`src/rtl/dds_multich_core.sv`:
```
// dds_multich_core
//   Multi-channel direct digital synthesis core. Each channel runs a phase
//   accumulator with a runtime tuning word and adds a phase offset. It then
//   produces a saw, triangle, square (with duty) or external-LUT waveform and
//   scales it by an amplitude factor before it reaches the DAC pins.
//
// Ports
//   clk_i        sample clock (only clock)
//   rstn_i       asynchronous active-low reset
//   cfg_we_i     configuration write strobe
//   cfg_ch_i     target channel (indices >= CHANNELS are ignored)
//   cfg_reg_i    0 FTW, 1 POFF, 2 CTRL {duty[31:16], en[2], mode[1:0]}, 3 AMP[15:0]
//   cfg_data_i   write data
//   cfg_ack_o    one-cycle pulse the cycle after every write strobe
//   sync_i       clears every accumulator in the same cycle
//   lut_addr_o   per-channel external ROM address (registered)
//   lut_data_i   per-channel ROM data, one cycle after lut_addr_o
//   dac_data_o   per-channel offset-binary samples, channel k at [k*OUT_W +: OUT_W]
//   dac_valid_o  per-channel sample valid
//   wrap_o       per-channel accumulator carry-out pulse
module dds_multich_core #(
  parameter int CHANNELS = 2,
  parameter int ACC_W    = 32,
  parameter int OUT_W    = 14,
  parameter int LUT_AW   = 10
) (
  input  logic                       clk_i,
  input  logic                       rstn_i,
  input  logic                       cfg_we_i,
  input  logic [2:0]                 cfg_ch_i,
  input  logic [1:0]                 cfg_reg_i,
  input  logic [31:0]                cfg_data_i,
  output logic                       cfg_ack_o,
  input  logic                       sync_i,
  output logic [CHANNELS*LUT_AW-1:0] lut_addr_o,
  input  logic [CHANNELS*OUT_W-1:0]  lut_data_i,
  output logic [CHANNELS*OUT_W-1:0]  dac_data_o,
  output logic [CHANNELS-1:0]        dac_valid_o,
  output logic [CHANNELS-1:0]        wrap_o
);

  localparam logic [OUT_W-1:0] MID = {1'b1, {(OUT_W-1){1'b0}}};

  // Configuration registers
  logic [ACC_W-1:0] ftw_q  [CHANNELS];
  logic [ACC_W-1:0] ftw_d  [CHANNELS];
  logic [ACC_W-1:0] poff_q [CHANNELS];
  logic [ACC_W-1:0] poff_d [CHANNELS];
  logic [15:0]      duty_q [CHANNELS];
  logic [15:0]      duty_d [CHANNELS];
  logic [15:0]      amp_q  [CHANNELS];
  logic [15:0]      amp_d  [CHANNELS];
  logic [1:0]       mode_q [CHANNELS];
  logic [1:0]       mode_d [CHANNELS];
  logic [CHANNELS-1:0] en_q, en_d;
  logic cfg_ack_q, cfg_ack_d;

  // S0 accumulator plus the control that travels with it
  logic [ACC_W:0]   sum_c     [CHANNELS];
  logic [ACC_W-1:0] acc_q     [CHANNELS];
  logic [ACC_W-1:0] acc_d     [CHANNELS];
  logic [1:0]       mode_p0_q [CHANNELS];
  logic [1:0]       mode_p0_d [CHANNELS];
  logic [15:0]      duty_p0_q [CHANNELS];
  logic [15:0]      duty_p0_d [CHANNELS];
  logic [15:0]      amp_p0_q  [CHANNELS];
  logic [15:0]      amp_p0_d  [CHANNELS];
  logic [CHANNELS-1:0] wrap_q, wrap_d, vld_p0_q, vld_p0_d;

  // S1 phase
  logic [ACC_W-1:0]  ph_p1_q    [CHANNELS];
  logic [ACC_W-1:0]  ph_p1_d    [CHANNELS];
  logic [LUT_AW-1:0] lut_addr_q [CHANNELS];
  logic [LUT_AW-1:0] lut_addr_d [CHANNELS];
  logic [1:0]        mode_p1_q  [CHANNELS];
  logic [1:0]        mode_p1_d  [CHANNELS];
  logic [15:0]       duty_p1_q  [CHANNELS];
  logic [15:0]       duty_p1_d  [CHANNELS];
  logic [15:0]       amp_p1_q   [CHANNELS];
  logic [15:0]       amp_p1_d   [CHANNELS];
  logic [CHANNELS-1:0] vld_p1_q, vld_p1_d;

  // S2 internal waveform
  logic [OUT_W-1:0] wave_p2_q [CHANNELS];
  logic [OUT_W-1:0] wave_p2_d [CHANNELS];
  logic [1:0]       mode_p2_q [CHANNELS];
  logic [1:0]       mode_p2_d [CHANNELS];
  logic [15:0]      amp_p2_q  [CHANNELS];
  logic [15:0]      amp_p2_d  [CHANNELS];
  logic [CHANNELS-1:0] vld_p2_q, vld_p2_d;

  // S3 selected sample
  logic [OUT_W-1:0] smp_p3_q [CHANNELS];
  logic [OUT_W-1:0] smp_p3_d [CHANNELS];
  logic [15:0]      amp_p3_q [CHANNELS];
  logic [15:0]      amp_p3_d [CHANNELS];
  logic [CHANNELS-1:0] vld_p3_q, vld_p3_d;

  // S4 DAC output
  logic [OUT_W-1:0] dac_q [CHANNELS];
  logic [OUT_W-1:0] dac_d [CHANNELS];
  logic [CHANNELS-1:0] dac_valid_q, dac_valid_d;

  function automatic logic [OUT_W-1:0] wave_gen(input logic [1:0]       mode,
                                                input logic [ACC_W-1:0] ph,
                                                input logic [15:0]      duty);
    logic [OUT_W-1:0] t;
    logic [15:0]      ph16;
    t    = ph[ACC_W-2 -: OUT_W];
    ph16 = ph[ACC_W-1 -: 16];
    case (mode)
      2'd1:    wave_gen = ph[ACC_W-1] ? ~t : t;
      2'd2:    wave_gen = (ph16 < duty) ? '1 : '0;
      default: wave_gen = ph[ACC_W-1 -: OUT_W];
    endcase
  endfunction

  // Scale around midscale: mid + floor((wave - mid) * min(amp, 0x8000) / 2^15).
  // With the factor capped at 1.0 the result always stays inside OUT_W bits.
  function automatic logic [OUT_W-1:0] amp_scale(input logic [OUT_W-1:0] wave,
                                                 input logic [15:0]      amp);
    logic [15:0]               a;
    logic signed [OUT_W:0]     s;
    logic signed [OUT_W+17:0]  s_ext;
    logic signed [OUT_W+17:0]  a_ext;
    logic signed [OUT_W+17:0]  prod;
    a     = (amp > 16'h8000) ? 16'h8000 : amp;
    s     = {1'b0, wave} - {1'b0, MID};
    s_ext = (OUT_W+18)'(s);
    a_ext = (OUT_W+18)'(a);
    prod  = s_ext * a_ext;
    amp_scale = prod[OUT_W+14:15] + MID;
  endfunction

  // Configuration writes
  always_comb begin
    cfg_ack_d = cfg_we_i;
    en_d      = en_q;
    for (int k = 0; k < CHANNELS; k++) begin
      ftw_d[k]  = ftw_q[k];
      poff_d[k] = poff_q[k];
      duty_d[k] = duty_q[k];
      amp_d[k]  = amp_q[k];
      mode_d[k] = mode_q[k];
      if (cfg_we_i && (cfg_ch_i == 3'(k))) begin
        case (cfg_reg_i)
          2'd0: ftw_d[k]  = cfg_data_i[ACC_W-1:0];
          2'd1: poff_d[k] = cfg_data_i[ACC_W-1:0];
          2'd2: begin
            duty_d[k] = cfg_data_i[31:16];
            en_d[k]   = cfg_data_i[2];
            mode_d[k] = cfg_data_i[1:0];
          end
          default: amp_d[k] = cfg_data_i[15:0];
        endcase
      end
    end
  end

  // S0: accumulate; control is snapshotted with the phase it belongs to
  always_comb begin
    vld_p0_d = en_q;
    wrap_d   = '0;
    for (int k = 0; k < CHANNELS; k++) begin
      sum_c[k]     = {1'b0, acc_q[k]} + {1'b0, ftw_q[k]};
      acc_d[k]     = '0;
      mode_p0_d[k] = mode_q[k];
      duty_p0_d[k] = duty_q[k];
      amp_p0_d[k]  = amp_q[k];
      if (en_q[k] && !sync_i) begin
        acc_d[k]  = sum_c[k][ACC_W-1:0];
        wrap_d[k] = sum_c[k][ACC_W];
      end
    end
  end

  // S1: phase offset and ROM address
  always_comb begin
    vld_p1_d = vld_p0_q;
    for (int k = 0; k < CHANNELS; k++) begin
      ph_p1_d[k]    = acc_q[k] + poff_q[k];
      lut_addr_d[k] = ph_p1_d[k][ACC_W-1 -: LUT_AW];
      mode_p1_d[k]  = mode_p0_q[k];
      duty_p1_d[k]  = duty_p0_q[k];
      amp_p1_d[k]   = amp_p0_q[k];
    end
  end

  // S2: internal waveform (the ROM is fetching in parallel)
  // S3: mode mux between internal waveform and ROM data
  // S4: amplitude scaling, midscale while not valid
  always_comb begin
    vld_p2_d    = vld_p1_q;
    vld_p3_d    = vld_p2_q;
    dac_valid_d = vld_p3_q;
    for (int k = 0; k < CHANNELS; k++) begin
      wave_p2_d[k] = wave_gen(mode_p1_q[k], ph_p1_q[k], duty_p1_q[k]);
      mode_p2_d[k] = mode_p1_q[k];
      amp_p2_d[k]  = amp_p1_q[k];
      smp_p3_d[k]  = (mode_p2_q[k] == 2'd3) ? lut_data_i[k*OUT_W +: OUT_W] : wave_p2_q[k];
      amp_p3_d[k]  = amp_p2_q[k];
      dac_d[k]     = vld_p3_q[k] ? amp_scale(smp_p3_q[k], amp_p3_q[k]) : MID;
    end
  end

  always_ff @(posedge clk_i or negedge rstn_i) begin
    if (!rstn_i) begin
      cfg_ack_q   <= 1'b0;
      en_q        <= '0;
      wrap_q      <= '0;
      vld_p0_q    <= '0;
      vld_p1_q    <= '0;
      vld_p2_q    <= '0;
      vld_p3_q    <= '0;
      dac_valid_q <= '0;
      for (int k = 0; k < CHANNELS; k++) begin
        ftw_q[k]      <= '0;
        poff_q[k]     <= '0;
        duty_q[k]     <= '0;
        amp_q[k]      <= 16'h8000;
        mode_q[k]     <= '0;
        acc_q[k]      <= '0;
        lut_addr_q[k] <= '0;
        dac_q[k]      <= MID;
      end
    end else begin
      cfg_ack_q   <= cfg_ack_d;
      en_q        <= en_d;
      wrap_q      <= wrap_d;
      vld_p0_q    <= vld_p0_d;
      vld_p1_q    <= vld_p1_d;
      vld_p2_q    <= vld_p2_d;
      vld_p3_q    <= vld_p3_d;
      dac_valid_q <= dac_valid_d;
      ftw_q       <= ftw_d;
      poff_q      <= poff_d;
      duty_q      <= duty_d;
      amp_q       <= amp_d;
      mode_q      <= mode_d;
      acc_q       <= acc_d;
      lut_addr_q  <= lut_addr_d;
      dac_q       <= dac_d;
    end
  end

  // Datapath payload; qualified by the vld chain so it needs no reset
  always_ff @(posedge clk_i) begin
    mode_p0_q <= mode_p0_d;
    duty_p0_q <= duty_p0_d;
    amp_p0_q  <= amp_p0_d;
    ph_p1_q   <= ph_p1_d;
    mode_p1_q <= mode_p1_d;
    duty_p1_q <= duty_p1_d;
    amp_p1_q  <= amp_p1_d;
    wave_p2_q <= wave_p2_d;
    mode_p2_q <= mode_p2_d;
    amp_p2_q  <= amp_p2_d;
    smp_p3_q  <= smp_p3_d;
    amp_p3_q  <= amp_p3_d;
  end

  always_comb begin
    lut_addr_o = '0;
    dac_data_o = '0;
    for (int k = 0; k < CHANNELS; k++) begin
      lut_addr_o[k*LUT_AW +: LUT_AW] = lut_addr_q[k];
      dac_data_o[k*OUT_W +: OUT_W]   = dac_q[k];
    end
  end

  assign cfg_ack_o   = cfg_ack_q;
  assign dac_valid_o = dac_valid_q;
  assign wrap_o      = wrap_q;

endmodule
```
`config.mk`:
```
export PLATFORM = sky130hd
export DESIGN_NAME = dds_multich_core
export DESIGN_NICKNAME = d
export VERILOG_FILES = /design/src/rtl/dds_multich_core.sv
export SDC_FILE = /design/constraint.sdc
export NUM_CORES = 2
export LEC_CHECK = 0
export ABC_CLOCK_PERIOD_IN_PS = 8600
export CAP_MARGIN = 10
export CORE_UTILIZATION = 27
export DETAILED_ROUTE_END_ITERATION = 6
export DONT_BUFFER_PORTS = 1
export SYNTH_ARGS = -nofsm -noshare
export SYNTH_HDL_FRONTEND = slang
export SYNTH_SLANG_ARGS = --single-unit
```
`constraint.sdc`:
```
create_clock -name clk_i -period 8.6 [get_ports clk_i]
set_clock_uncertainty 0.15 [all_clocks]
set_input_delay 0.86 -clock clk_i [delete_from_list [all_inputs] [get_ports clk_i]]
set_output_delay 0.86 -clock clk_i [all_outputs]
set_load 0.02 [all_outputs]
```
# == Word-level counts from Yosys, hierarchy flattened ==
# Cells that the tools add are included.
# word_totals
ff_bits,647
inputBits,69
output_inout_bits,53
elab_cells,107
# classes
addsub,8
mul,2
n_lt_le_gt_ge,4
eq_ne,9
mux,16
bitwise,3
n_reduce_logical,16
# ops
cell,n
14-bit two-way mux,8
32-bit by 32-bit adder with 33-bit output,2
32-bit adder,2
32-bit two-way mux,2
15-bit by 17-bit multiplier with 29-bit output,2
14-bit one-hot mux with 2 select lines,2
"16-bit greater-than comparator, second input constant",2
16-bit less-than comparator,2
16-bit two-way mux,2
"14-bit by 14-bit subtractor with 15-bit output, second input constant",2
"14-bit adder, second input constant",2
14-bit NOT,2
2-bit AND reduction,8
"2-bit == test, second input constant",5
"2-bit by 1-bit == test with 1-bit output, second input constant",3
1-bit logical AND,4
"3-bit by 1-bit == test with 1-bit output, second input constant",1
3-bit logical NOT,1
3-bit OR reduction,1
2-bit logical NOT,1
1-bit two-way mux,2
1-bit logical NOT,1
1-bit NOT,1

# == Depth between registers and ports, before layout ==
# logic_depth
depth_word,5
mapped_depth,28
mapped_depth_nobuf,26

# == Least setup slack after synthesis ==
# No wires, ideal clock.
# synth_path
path_type,reg-to-reg
from,register amp_p3_q[20] in the netlist's numbering
to,register dac_q (netlist bit dac_data_o[7])
setup_time_ns,0.128
t_arrival_ns,6.193
required_time_ns,8.322
path_slack_ns,2.128
path_stages_with_launch,26
n_path_buf,1
period_less_slack_ns,6.472
path_cell_list,dfxtp_1 nor4_1 nand4_1 nand2_1 and2_1 clkbuf_1 nand2_1 fa_1 inv_1 fa_1 fa_1 fa_1 fa_1 inv_1 fa_1 inv_1 ha_1 a21oi_1 o21ai_0 a21oi_1 a21oi_2 o31ai_4 a21boi_0 o21a_1 o21ai_0 o31ai_1
# synth_lines
item,line,text
from (decl),95,logic [15:0] amp_p3_q [CHANNELS];
from (signal assigned),259,amp_p3_q <= amp_p3_d;
"to (signal, indexed assignment)",224,dac_q[k] <= MID;
to (signal assigned),242,dac_q <= dac_d;
to (decl),100,logic [OUT_W-1:0] dac_q [CHANNELS];

==> flow_metrics.env <==
export IMPL_cts_resized=0
export IMPL_timing_final_setup_violations=0
export IMPL_worst_ir_drop_vdd_uv=301.0
export IMPL_drive_gt1_frac=0.1216
export IMPL_pin_count=122
export IMPL_post_synth_top_area_cell="dfrtp_1"
export IMPL_worstPathArrival_ns=7.95
export IMPL_worst_ep_required_time_ns=8.95
export IMPL_drt_wirelength_per_cell_um=16.66
export IMPL_synthesis_area_um2=38530
export IMPL_clock_path_buffers=3
export IMPL_most_repeated_cell_in_the_gate_level_netlist_after_synthesis="inv_1"
export IMPL_syn2layout_area_growth_pct=12.33
export IMPL_utilization=0.3057
export IMPL_clkSlewWorstSetupHoldPaths_ns=0.07
export IMPL_synth_async_reset_ratio=0.5252
export IMPL_status="finished clean"
export IMPL_cts_tree="yes"
export IMPL_row_count=138
export IMPL_min_delay_start="cfg_we_i"
export IMPL_synthesis_yosys_warnings=0
export IMPL_finalHoldViolations=0
export IMPL_yosysTopAreaCellShare=0.2072
export IMPL_synthFlopType="dfrtp_1"
export IMPL_grt_first_pass_wirelength_um=145400
export IMPL_vias=24460
export IMPL_crit_type="reg2reg"
export IMPL_final_max_slew_viol_count=0
export IMPL_post_cts_repair_setup_buffers=0
export IMPL_dieArea_um2=144200
export IMPL_htreeDepth=3
export IMPL_number_of_enable_type_register_cells_in_the_synthesized_netlist=0
export IMPL_critical_path_start_type="flip-flop"
export IMPL_synth_common_cells="inv_1 (477), fa_1 (362), ha_1 (342)"
export IMPL_post_detailed_route_count_of_antenna_violating_nets=0
export IMPL_initial_core_util=0.2721
export IMPL_number_of_nets_produced_by_synthesis=4347
export IMPL_gp_routability_congestion=0.8471
export IMPL_tritoncts_num_buffers=71
export IMPL_fp_dieW_um=379.8
export IMPL_tns_ns=0
export IMPL_timing_max_slew_rel_slack=0.2133
export IMPL_yosys_cell_types_count=85
export IMPL_sort_of_element_at_the_end_of_the_critical_path="flip-flop"
export IMPL_min_delay_path_class="in2reg"
export IMPL_drt_pass1_iterations=7
export IMPL_number_of_global_route_vias_before_repair=25430
export IMPL_critical_path_peak_fanout=31
export IMPL_ys_seq_area_frac=0.3616
export IMPL_yosys_top_cells_area="dfrtp_1 (21%), fa_1 (19%), dfxtp_1 (15%), ha_1 (11%), mux2_2 (6.6%)"
export IMPL_power_per_cell_area_nw_per_um2=393.0
export IMPL_route_detailed_drc=0
export IMPL_insertion_delay_ns=0.63
export IMPL_synth_ff_latch_count=615
export IMPL_clock_sink_count=615
export IMPL_power_static_leakage_nw=21.21
export IMPL_wirelength_um=92070
export IMPL_crit_start="amp_p3_q[19]$_DFF_P_"
export IMPL_n_fill_cell=14480
export IMPL_final_min_period_over_clock_period=0.8838
export IMPL_fmax_mhz=131.6
export IMPL_period_needed_ns=7.600
export IMPL_detail_route_iter0_violations=1455
export IMPL_grt_max_degree=322
export IMPL_syn_mean_instance_area_um2=10.78
export IMPL_die_height_um=379.8
export IMPL_regToRegStartpoint="amp_p3_q[19]$_DFF_P_"
export IMPL_worst_slew_pin_transition_ns=1.164
export IMPL_vias_per_cell=4.426
export IMPL_globalRouteTotalUtil=0.1288
export IMPL_ctsRootBufferMaster="clkbuf_16"
export IMPL_final_nets=4343
export IMPL_grt_setup_unrepaired="no"
export IMPL_max_cap_viol_count=0
export IMPL_globalRoute_totalOverflow=0
export IMPL_antenna_found_initial=30
export IMPL_port_buffers=0
export IMPL_netlist_instances=3574
export IMPL_detailedPlacementHpwl_um=69970
export IMPL_design_core_area_um2=141600
## layout make-up
cell class / count / area, um2 / area share
antenna: 8 / 20.02 / 0.0004626
clock buffer: 96 / 2068 / 0.04779
clock inverter: 35 / 399.1 / 0.009222
inverter: 477 / 1790 / 0.04137
multi-input combinational: 2369 / 22370 / 0.5168
sequential: 615 / 13930 / 0.3219
tap: 1890 / 2365 / 0.05464
timing repair buffer: 36 / 335.3 / 0.007748
## registers in the layout, indices dropped and copies added, names as in the netlist, 20 cells and up
register and count:
dac_data_o 28, amp_p0_q 32, duty_p1_q 32, amp_p1_q 32, wave_p2_q 28, amp_p0_d 32
lut_addr_o 20, poff_q 64, ftw_q 64, acc_q 64, duty_p0_d 32, smp_p3_q 28
duty_p0_q 32, amp_p2_q 32, amp_p3_q 32, ph_p1_q 32
## routing by layer
| layer | wire, um | track usage | vias to the layer above |
|---|---|---|---|
| li1 | - | - | 11660 |
| met1 | 41830 | 0.1702 | 12120 |
| met2 | 41920 | 0.2064 | 529 |
| met3 | 5633 | 0.02877 | 140 |
| met4 | 2654 | 0.04503 | 6 |
| met5 | 36 | 0 | - |
## placed cells by master (no fill, tap or decap), types with 16 or more instances in the layout
master	synthesis	final
a221oi_1	29	29
xor2_1	65	65
a21o_1	49	49
o21ai_0	62	62
dfxtp_1	292	292
nor2b_1	40	40
ha_1	342	342
and2_1	165	165
nand4_1	21	21
nor2_1	155	155
nand2b_1	16	16
mux2_2	226	226
nand3_1	25	25
a21oi_1	113	113
nand2_1	341	341
or2_2	17	17
inv_1	477	477
nor3_1	37	37
and3_1	65	65
o21a_1	20	20
clkbuf_16	0	77
buf_4	0	31
dfrtp_1	319	319
fa_1	362	362
xnor2_1	59	59
## critical path, cell delays in order, from the launching register on
cell	delay, ns
dfxtp_1	0.40
nor4_1	0.34
nand4_1	0.12
nand2_1	0.52
and2_1	0.46
nand2_1	0.15
fa_1	0.58
inv_1	0.06
fa_1	0.53
fa_1	0.45
fa_1	0.52
fa_1	0.54
inv_1	0.05
fa_1	0.53
inv_1	0.05
ha_1	0.31
a21oi_1	0.13
o21ai_0	0.12
a21oi_1	0.24
a21oi_2	0.13
o31ai_4	0.39
a21boi_0	0.21
o21a_1	0.23
o21ai_0	0.16
o31ai_1	0.09
## repair_timing
action | 4_1_cts | 5_1_grt
endpoints found under the setup margin | 0 | 0
endpoints found under the hold margin | 321 | 42
hold buffers | 2 | 1
## logic make-up (layout without fill, tap and decap cells)
family,count (synthesis),in the layout,share of synthesized area
muxes,228,228,0.06657
adders and majority gates,704,704,0.2991
xor gates and xnor gates,124,124,0.02819
other,0,8,0
buffers and inverters,590,644,0.05784
AOI/OAI and AO/OA,399,399,0.07148
and+or+nand+nor,914,914,0.1152
DFF,615,615,0.3616
## path summary, 6_finish.rpt
| kind | slack (ns) | to | depth (start not counted) |
|---|---|---|---|
| hold reg to reg | 0.17 | amp_p2_q[20]$_DFF_P_ | 0 |
| hold / removal | 0.11 | cfg_ack_o$_DFF_PN0_ | 0 |
| setup reg to reg | 1.0 | dac_data_o[7]$_DFF_PN0_ | 24 |
| max in group asynchronous | 6.01 | vld_p2_q[0]$_DFF_PN0_ | 4 |
| min in group asynchronous | 0.59 | ftw_q[3]$_DFFE_PN0P_ | 2 |
| setup / recovery | 1.0 | dac_data_o[7]$_DFF_PN0_ | 24 |
## per-stage QoR
step,std cells,hold slack [ns],worst slack [ns],power [mW],instance area [um2]
final,5526,0.1102,0.9996,17.01,43280
after global routing,5525,0.06748,0.3735,18.94,43280
after CTS,5515,0.05338,1.029,17.33,43190
after detailed placement,5382,0.1621,1.072,14.04,40690
after global placement,5382,0.1604,1.245,13.83,40690
after floorplan,3574,0.1596,2.128,11.58,38530
## power breakdown
part           switching (mW)  internal (mW)  total, mW
clock network            1.27           1.84       3.11
registers               0.779           3.55       4.33
logic                    5.34           4.22       9.56
total                    7.39           9.62       17.0
(Power assumes the default switching activity.)
